[src/rtl/booth_r4_mult.sv]
`default_nettype none
// ============================================================================
// Module   : booth_r4_mult
// Purpose  : Sequential radix-4 Booth multiplier. Retires two multiplier bits
//            per clock and has the same latency for signed and unsigned
//            operands: done/xProd appear ITER+1 edges after start is sampled,
//            where ITER = NBITS/2 + 1.
// Ports    : wClk    - clock, rising edge
//            wRst    - asynchronous active-high reset
//            start   - single-cycle request, honoured only while busy = 0
//            xSigned - 1: both operands two's complement, 0: both unsigned
//            xMpd    - multiplicand (MBITS), captured with start
//            mpr     - multiplier (NBITS), captured with start
//            xProd   - product (MBITS+NBITS), held until the next completion
//            busy    - high while an operation is in flight
//            done    - one-cycle pulse, xProd valid in the same cycle
// Revision : 1.0 - initial release
// ============================================================================
module booth_r4_mult #(
  parameter int MBITS     = 16,
  parameter int NBITS     = 16,
  parameter int COUNTBITS = 4
) (
  input  logic                   wClk,
  input  logic                   wRst,
  input  logic                   start,
  input  logic                   xSigned,
  input  logic [MBITS-1:0]       xMpd,
  input  logic [NBITS-1:0]       mpr,
  output logic [MBITS+NBITS-1:0] xProd,
  output logic                   busy,
  output logic                   done
);

  localparam int ITER = NBITS / 2 + 1;   // Booth digits per product
  localparam int QW   = 2 * ITER;        // extended multiplier width
  localparam int AW   = MBITS + 2;       // holds +-M and +-2M
  localparam int PW   = MBITS + NBITS;   // product width

  localparam logic [1:0] S_IDLE = 2'd0;
  localparam logic [1:0] S_RUN  = 2'd1;
  localparam logic [1:0] S_DONE = 2'd2;

  logic [1:0]           state;
  logic [1:0]           state_next;

  logic [AW-1:0]        mcand;
  logic [AW-1:0]        acc;
  logic [QW-1:0]        q_reg;
  logic                 qm1;
  logic [COUNTBITS-1:0] count;

  logic                 load;
  logic                 step;
  logic                 finish;
  logic                 last_step;

  logic [AW-1:0]        mcand_x2;
  logic [AW-1:0]        digit;
  logic [AW-1:0]        sum;
  logic                 mpd_sign;
  logic                 mpr_sign;
  logic [PW-1:0]        prod_next;

  assign mpd_sign  = xSigned & xMpd[MBITS-1];
  assign mpr_sign  = xSigned & mpr[NBITS-1];
  assign last_step = (count == COUNTBITS'(ITER - 1));

  // --------------------------------------------------------------------------
  // State register
  // --------------------------------------------------------------------------
  always_ff @(posedge wClk or posedge wRst) begin
    if (wRst) begin
      state <= S_IDLE;
    end else begin
      state <= state_next;
    end
  end

  // --------------------------------------------------------------------------
  // Next-state logic
  // --------------------------------------------------------------------------
  always_comb begin
    state_next = state;
    case (state)
      S_IDLE:  if (start) state_next = S_RUN;
      S_RUN:   if (last_step) state_next = S_DONE;
      S_DONE:  state_next = S_IDLE;
      default: state_next = S_IDLE;
    endcase
  end

  // --------------------------------------------------------------------------
  // Control decode
  // --------------------------------------------------------------------------
  always_comb begin
    load   = 1'b0;
    step   = 1'b0;
    finish = 1'b0;
    case (state)
      S_IDLE:  load   = start;
      S_RUN:   step   = 1'b1;
      S_DONE:  finish = 1'b1;
      default: ;
    endcase
  end

  // --------------------------------------------------------------------------
  // Booth digit selection. Partial sums provably stay within [-2M, 2M), so
  // MBITS+2 accumulator bits never overflow, even for unsigned all-ones.
  // --------------------------------------------------------------------------
  assign mcand_x2 = {mcand[AW-2:0], 1'b0};

  always_comb begin
    digit = '0;
    case ({q_reg[1:0], qm1})
      3'b001, 3'b010: digit = mcand;
      3'b011:         digit = mcand_x2;
      3'b100:         digit = '0 - mcand_x2;
      3'b101, 3'b110: digit = '0 - mcand;
      default:        digit = '0;
    endcase
  end

  assign sum = acc + digit;

  // Product is the low PW bits of {acc, q_reg}; PW >= QW always holds.
  generate
    if (PW > QW) begin : g_prod_wide
      assign prod_next = {acc[PW-QW-1:0], q_reg};
    end else begin : g_prod_exact
      assign prod_next = q_reg[PW-1:0];
    end
  endgenerate

  // --------------------------------------------------------------------------
  // Datapath and registered outputs
  // --------------------------------------------------------------------------
  always_ff @(posedge wClk or posedge wRst) begin
    if (wRst) begin
      mcand <= '0;
      acc   <= '0;
      q_reg <= '0;
      qm1   <= 1'b0;
      count <= '0;
      xProd <= '0;
      busy  <= 1'b0;
      done  <= 1'b0;
    end else begin
      done <= 1'b0;
      if (load) begin
        mcand <= {{2{mpd_sign}}, xMpd};
        q_reg <= {{(QW-NBITS){mpr_sign}}, mpr};
        qm1   <= 1'b0;
        acc   <= '0;
        count <= '0;
        busy  <= 1'b1;
      end
      if (step) begin
        // Arithmetic right shift of {acc, q_reg, qm1} by two after the add.
        acc   <= {sum[AW-1], sum[AW-1], sum[AW-1:2]};
        q_reg <= {sum[1:0], q_reg[QW-1:2]};
        qm1   <= q_reg[1];
        count <= count + 1'b1;
      end
      if (finish) begin
        xProd <= prod_next;
        done  <= 1'b1;
        busy  <= 1'b0;
      end
    end
  end

endmodule
`default_nettype wire

[config.mk]
export PLATFORM = sky130hd
export DESIGN_NAME = booth_r4_mult
export DESIGN_NICKNAME = d
export VERILOG_FILES = /design/src/rtl/booth_r4_mult.sv
export SDC_FILE = /design/constraint.sdc
export NUM_CORES = 1
export LEC_CHECK = 0
export CAP_MARGIN = 20
export CORE_UTILIZATION = 30
export DETAILED_ROUTE_END_ITERATION = 16
export MAX_ROUTING_LAYER = met4
export PLACE_DENSITY = 0.49
export SLEW_MARGIN = 20
export SYNTH_ARGS = -nofsm -noshare
export SYNTH_HDL_FRONTEND = slang
export SYNTH_SLANG_ARGS = --single-unit
export TNS_END_PERCENT = 50
[constraint.sdc]
create_clock -name wClk -period 11.72 [get_ports wClk]
set_input_delay 2.344 -clock wClk [delete_from_list [all_inputs] [get_ports wClk]]
set_output_delay 2.344 -clock wClk [all_outputs]
set_load 0.05 [all_outputs]
==> results of run 1 <==
-- worst paths after layout --
path                                           start                   end  slack [ns]  cells after the start
worst min-delay path            count[3]$_DFFE_PP0P_  count[3]$_DFFE_PP0P_        0.49                      1
worst max register to register  mcand[0]$_DFFE_PP0P_   acc[13]$_DFFE_PP0P_        7.05                     17
worst max-delay path            mcand[0]$_DFFE_PP0P_   acc[13]$_DFFE_PP0P_        7.05                     17
worst min register to register  count[3]$_DFFE_PP0P_  count[3]$_DFFE_PP0P_        0.49                      1
min in group asynchronous                       wRst  xProd[3]$_DFFE_PP0P_        2.27                      2
max in group asynchronous                       wRst  state[0]$_DFFE_PP0P_        8.44                      3
-- where the power goes --
group	total (mW)	internal (mW)	switching (mW)
combinational	1.33	0.559	0.769
sequential	0.650	0.467	0.182
clock	0.313	0.171	0.142
-- cell usage in the layout, fill, tap and decap left out, types with 9 or more instances in the layout --
cell type        count
nor3_1              10
o211ai_1            11
clkdlybuf4s50_1     69
dfrtp_1             91
inv_1               21
a21oi_1             43
o21ai_0             64
clkbuf_16            9
ha_1                20
mux2_2              33
and3b_1             16
xor2_1              11
nor2_1              30
nand3_1             12
xnor2_1             15
nand2_1            100
-- per-layer routing --
layer | global-route usage | part of all wire | wire (µm) | up-vias
met2 | 0.258 | 0.47 | 6820 | 103
met5 | - | 0 | 0 | -
met4 | 0.0549 | 0.015 | 210 | 0
met3 | 0.0224 | 0.037 | 536 | 16
li1 | - | - | - | 2264
met1 | 0.223 | 0.48 | 6890 | 2226
-- cell type report --
type                            instances  area [µm²]  area share
Clock buffer                            9         225      0.0338
Clock inverter                          7        91.3      0.0137
Multi-Input combinational cell        460        2960       0.443
Sequential cell                        92        2300       0.345
Tap cell                              229         287      0.0429
Timing Repair Buffer                   73         724       0.109
Inverter                               22        85.1      0.0128
-- cell families (layout without fill, tap and decap cells) --
group / count (synthesis) / after routing / synth area share
muxes: 36 / 36 / 0.0730
AOI/OAI and AO/OA: 177 / 177 / 0.199
DFF: 92 / 92 / 0.419
adders and majority gates: 21 / 21 / 0.0491
buffers and inverters: 62 / 111 / 0.0459
xor gates and xnor gates: 26 / 26 / 0.0414
and+or+nand+nor: 200 / 200 / 0.173
-- through the flow --
step                      power [mW]  utilization
final                           2.29        0.371
after global routing            2.49        0.371
after CTS                       2.32        0.371
after detailed placement        1.99        0.354
after global placement          1.97        0.354
after floorplan                 1.63            -
==> results.py, run 1 <==
metrics = {
    "global_routing": {
        "grt_max_degree": 77,
        "first_global_vias": 4462,
        "grt_usage": 0.166,
        "antenna_found_initial": 0,
        "overflow": 0,
        "grt_pass1_wl_um": 23500,
    },
    "timing": {
        "maxSlewHeadroom": 0.324,
        "timing.final.ws_setup_ns": 7.05,
        "layout_min_cycle_time_ns": 4.67,
        "max_freq_mhz": 214,
        "slew_viol_final": 0,
        "period_share": 0.398,
        "rsz0062_at_grt": "no",
        "hold_viol_final": 0,
        "whs_ns": 0.491,
        "worst-slew-pin-transition_ns": 1.01,
        "setup_viol": 0,
        "tns_ns": 0,
        "finalClockSkew_ns": 0.00935,
    },
    "clock_network": {
        "cts_resized": 0,
        "cts_tree": "yes",
        "worstSkewPairLatency_ns": 0.36,
        "cts_root_buf": "clkbuf_16",
        "cts_made_buffers": 9,
        "cts_setup_buffers": 0,
        "cts.clk_slew.worst_paths_ns": 0.07,
        "htree_levels": 3,
        "clkSinkCount": 92,
        "postCtsHoldBufs": 0,
        "clockBufferDepth": 2,
    },
    "setup_path": {
        "critPathCaptureType": "flop",
        "critical_path_class": "reg -> reg",
        "worstPathBufferInverterCount": 1,
        "required_ns": 11.94,
        "critPathTopFamily": "compound AO/OA/AOI/OAI gates",
        "worstPathMaxFanout": 7,
        "cp.arrival_ns": 4.89,
        "slowest_stage": "nor3b_1",
        "crit_chain": "inv_1 -> ha_1 -> nor3b_1 -> nand2_1 -> or3_1 -> nand2_1 -> xor2_1 -> o32a_1 -> o221ai_1 -> ha_1 -> a21o_1 -> a21o_1 -> a221oi_1 -> o21bai_1 -> a21boi_0 -> mux2i_1 -> o211ai_1",
        "start_kind": "flop",
        "critPathMaxStageDelay_ns": 0.55,
    },
    "detailed_routing": {
        "drt_wl_total_um": 14500,
        "drtIter0Drc": 281,
        "ant_nets": 0,
        "wl_per_cell_um": 16.2,
        "viasPerCell": 5.17,
        "vias": 4609,
        "drc": 0,
        "dr.pass1.iters": 5,
    },
    "logic_synthesis": {
        "synth_warnings": 0,
        "ys.flop_type": "dfrtp_1",
        "netlist.top_cell.by_area": "dfrtp_1",
        "synth_area_um2": 5500,
        "synthTopCellsByArea": "dfrtp_1 (42%), nand2_1 (6.8%), mux2_2 (6.8%), o21ai_0 (5.8%), ha_1 (4.5%)",
        "synth-seq-area-share": 0.419,
        "syn_avg_cell_area_um2": 8.96,
        "yosysMostFrequentCell": "nand2_1",
        "synthTopCellsByCount": "nand2_1 (100), dfrtp_1 (92), o21ai_0 (64)",
        "synth_edf_count": 0,
        "synth_top_area_share": 0.419,
        "synthCells": 614,
        "synth_async_sr_flop_share": 1.00,
        "ys_ff_latch": 92,
        "synth_fp_nets": 671,
        "synth_cell_type_count": 60,
    },
    "power_and_ir_drop": {
        "powerDensity_nw_per_um2": 343,
        "vdd_drop_max_v": 0.000117,
        "leakagePower_nw": 2.94,
    },
    "placed_design": {
        "io_buffers": 69,
        "placedCellCount": 876,
        "postPlaceCellArea_um2": 6350,
        "place.gp.congestion": 0.891,
        "hpwl_um": 10200,
        "pre_cts_ws_ns": 7.10,
    },
    "floorplanning": {
        "die_h_um": 137,
        "rows": 49,
        "die_area_um2": 18900,
        "start_util": 0.306,
        "io_pins": 70,
        "core_area_um2": 18000,
        "die_w_um": 137,
    },
    "finish": {
        "syn_to_final_growth_pct": 21.3,
        "largest_register_ffs": 32,
        "final_cells": 892,
        "nFillCells": 1810,
        "design_area_um2": 6670,
        "n_antenna_cell": 0,
        "drive_above_1_share": 0.0935,
        "final_nets": 715,
    },
    "hold_path": {
        "hold_path.class": "reg -> reg",
    },
    "run": {
        "max_cap_viol_count": 0,
    },
    "outcome": {
        "status": "complete, no violations",
    },
}
No activity file was read; power rests on OpenSTA's default activity.
==> run 2, diff against run 1 <==
Settings changed: PLACE_DENSITY 0.49 to 0.5.
Clock period 11.72 ns to 3.8 ns, I/O delays scaled along.
==> run 2 against run 1 <==
The run now ends with setup timing left. Via count rose by 8.4%. Hold slack improved by 0.010 ns. Wire length rose by 9.2%. Power grew to 3.5 times the previous value. Sequential power rose to 2.9 times the previous value. Final area is 11% higher. Combinational power rose to 4.0 times the previous value. Register-to-register slack worse by 7.1 ns. Critical endpoint is now acc[16]$_DFFE_PP0P_. Highest routed layer unchanged.
==> results.py, run 2 (same netlist as run 1, synthesis figures left out) <==
metrics = {
    "setup_path": {
        "crit_cells": 16,
        "critPathCaptureType": "flop",
        "start_kind": "flop",
        "worstPathBufferInverterCount": 1,
        "critPathMaxStageDelay_ns": 0.47,
        "cp-endpoint": "acc[16]$_DFFE_PP0P_",
        "worstReg2RegStart": "mcand[1]$_DFFE_PP0P_",
        "crit_chain": "or3_4 -> or4_4 -> buf_6 -> o21ai_2 -> xnor2_1 -> a32oi_1 -> nor2_1 -> a311o_1 -> ha_4 -> and2_1 -> and3_4 -> nand3_1 -> o211ai_1 -> xor2_1 -> a21oi_1 -> o22ai_1",
        "critical_path_class": "reg -> reg",
        "worstPathMaxFanout": 9,
        "r2r-end": "acc[16]$_DFFE_PP0P_",
        "critPathTopFamily": "simple AND/OR/NAND/NOR gates",
        "slowest_stage": "or4_4",
        "cp.arrival_ns": 4.13,
        "r2r_cells": 16,
        "startpoint": "mcand[1]$_DFFE_PP0P_",
        "required_ns": 4.07,
        "reg2reg_slack_ns": -0.06,
    },
    "finish": {
        "final_nets": 804,
        "n_antenna_cell": 0,
        "final_cell_mix": "nand2_1 (100), dfrtp_1 (92), buf_4 (91), clkdlybuf4s50_1 (69), o21ai_0 (61)",
        "final_common_cell": "nand2_1",
        "syn_to_final_growth_pct": 34.9,
        "largest_register_ffs": 32,
        "nFillCells": 1820,
        "seq_area_um2": 2300,
        "drive_above_1_share": 0.221,
        "design_area_um2": 7420,
        "multi_input_area_um2": 3070,
    },
    "placed_design": {
        "place.gp.congestion": 0.868,
        "hpwl_um": 11500,
        "io_buffers": 69,
        "postPlaceCellArea_um2": 7010,
    },
    "clock_network": {
        "cts_made_buffers": 9,
        "htree_levels": 3,
        "cts.clk_slew.worst_paths_ns": 0.07,
        "cts_root_buf": "clkbuf_16",
        "clkSinkCount": 92,
        "cts_tree": "yes",
        "clockBufferDepth": 2,
        "postCtsHoldBufs": 0,
        "worstSkewPairLatency_ns": 0.35,
    },
    "timing": {
        "period_share": 1.02,
        "slew_viol_final": 0,
        "layout_min_cycle_time_ns": 3.86,
        "timing.final.ws_setup_ns": -0.0575,
        "maxSlewHeadroom": 0.330,
        "worst-slew-pin-transition_ns": 1.00,
        "rsz0062_at_grt": "yes",
        "max_freq_mhz": 259,
        "finalClockSkew_ns": 0.0107,
        "setup_viol": 1,
        "hold_viol_final": 0,
    },
    "floorplanning": {
        "start_util": 0.306,
        "die_w_um": 137,
        "core_area_um2": 18000,
        "rows": 49,
        "die_h_um": 137,
        "io_pins": 70,
        "die_area_um2": 18900,
    },
    "global_routing": {
        "antenna_found_initial": 0,
        "grt_pass1_wl_um": 25700,
        "overflow": 0,
        "first_global_vias": 4949,
        "grt_usage": 0.182,
        "grt_max_degree": 56,
    },
    "hold_path": {
        "hold_path.class": "reg -> reg",
    },
    "power_and_ir_drop": {
        "totalPowerFinal_mw": 8.08,
        "pwr-share-comb": 0.666,
        "powerDensity_nw_per_um2": 1090,
        "p_sw_frac": 0.450,
        "pwr-share-clk": 0.104,
        "leakagePower_nw": 3.38,
        "p_switching_mw": 3.64,
        "vdd_drop_max_v": 0.000410,
        "power_frac_seq": 0.230,
        "power.internal_mw": 4.44,
    },
    "outcome": {
        "status": "finished, violations left",
        "failed_checks": "setup timing",
    },
    "detailed_routing": {
        "vias": 4997,
        "drtIter0Drc": 222,
        "wl_per_cell_um": 16.1,
        "viasPerCell": 5.09,
        "drc": 0,
        "drt_wl_total_um": 15800,
        "dr.pass1.iters": 4,
        "ant_nets": 0,
    },
    "run": {
        "max_cap_viol_count": 0,
    },
}
## run 2: changes by cell type in the layout (fill, tap and decap cells not counted), moves of 2 or more
cell	delta
clkbuf_1	+3
ha_1	-2
o21ai_2	+2
a221oi_2	+2
buf_4	+88
or3_1	-2
o21ai_0	-3
or3_4	+2
a221oi_1	-2
## run 2: layout make-up
type                            instances  area share
Multi-Input combinational cell        460       0.414
Inverter                               22      0.0115
Tap cell                              229      0.0386
Clock inverter                          4     0.00422
Timing Repair Buffer                  162       0.189
Clock buffer                           12      0.0319
Sequential cell                        92       0.310
## run 2: stage by stage
| step | hold slack [ns] | utilization | worst slack (ns) | std cells | TNS [ns] |
|---|---|---|---|---|---|
| after floorplan | 0.456 | - | -0.100 | 614 | -0.119 |
| after global placement | 0.475 | 0.390 | -0.126 | 961 | -0.251 |
| after detailed placement | 0.495 | 0.390 | -0.231 | 961 | -0.668 |
| after CTS | 0.500 | 0.408 | -0.0220 | 978 | -0.0409 |
| after global routing | 0.517 | 0.413 | -0.160 | 981 | -0.672 |
| final | 0.501 | 0.413 | -0.0575 | 981 | -0.0575 |
## run 2: worst min path at each step
| stage | start | to | slack (ns) | depth (start not counted) |
|---|---|---|---|---|
| 2_1_floorplan | acc[14]$_DFFE_PP0P_ | acc[14]$_DFFE_PP0P_ | 0.46 | 2 |
| 3_3_place_gp | count[3]$_DFFE_PP0P_ | count[3]$_DFFE_PP0P_ | 0.47 | 1 |
| 3_5_place_dp | xProd[12]$_DFFE_PP0P_ | xProd[12]$_DFFE_PP0P_ | 0.50 | 1 |
| 4_1_cts | count[2]$_DFFE_PP0P_ | state[1]$_DFFE_PP0P_ | 0.50 | 1 |
| 5_1_grt | xProd[15]$_DFFE_PP0P_ | xProd[15]$_DFFE_PP0P_ | 0.52 | 1 |
| 6_report | count[2]$_DFFE_PP0P_ | state[1]$_DFFE_PP0P_ | 0.50 | 1 |
## run 2: what timing repair did
item | CTS | global route
pin swaps | 6 | 11
buffers inserted | 1 | 3
setup endpoints to repair | 5 | 6
resized for setup | 15 | 11
## run 2: power by group through the flow
stage	Clock (mW)	Combinational [mW]	Sequential [mW]
5_1_grt	0.916	5.92	1.93
6_report	0.841	5.38	1.86
3_5_place_dp	0	5.11	1.86
3_3_place_gp	0	5.08	1.85
4_1_cts	0.882	5.26	1.85
2_1_floorplan	0	2.88	2.16
## run 2: routing by layer
layer | share of wire | wire length (µm) | track usage
met5 | 0 | 0 | -
met4 | 0.023 | 358 | 0.0549
met3 | 0.044 | 691 | 0.0449
met2 | 0.47 | 7450 | 0.288
met1 | 0.46 | 7290 | 0.229
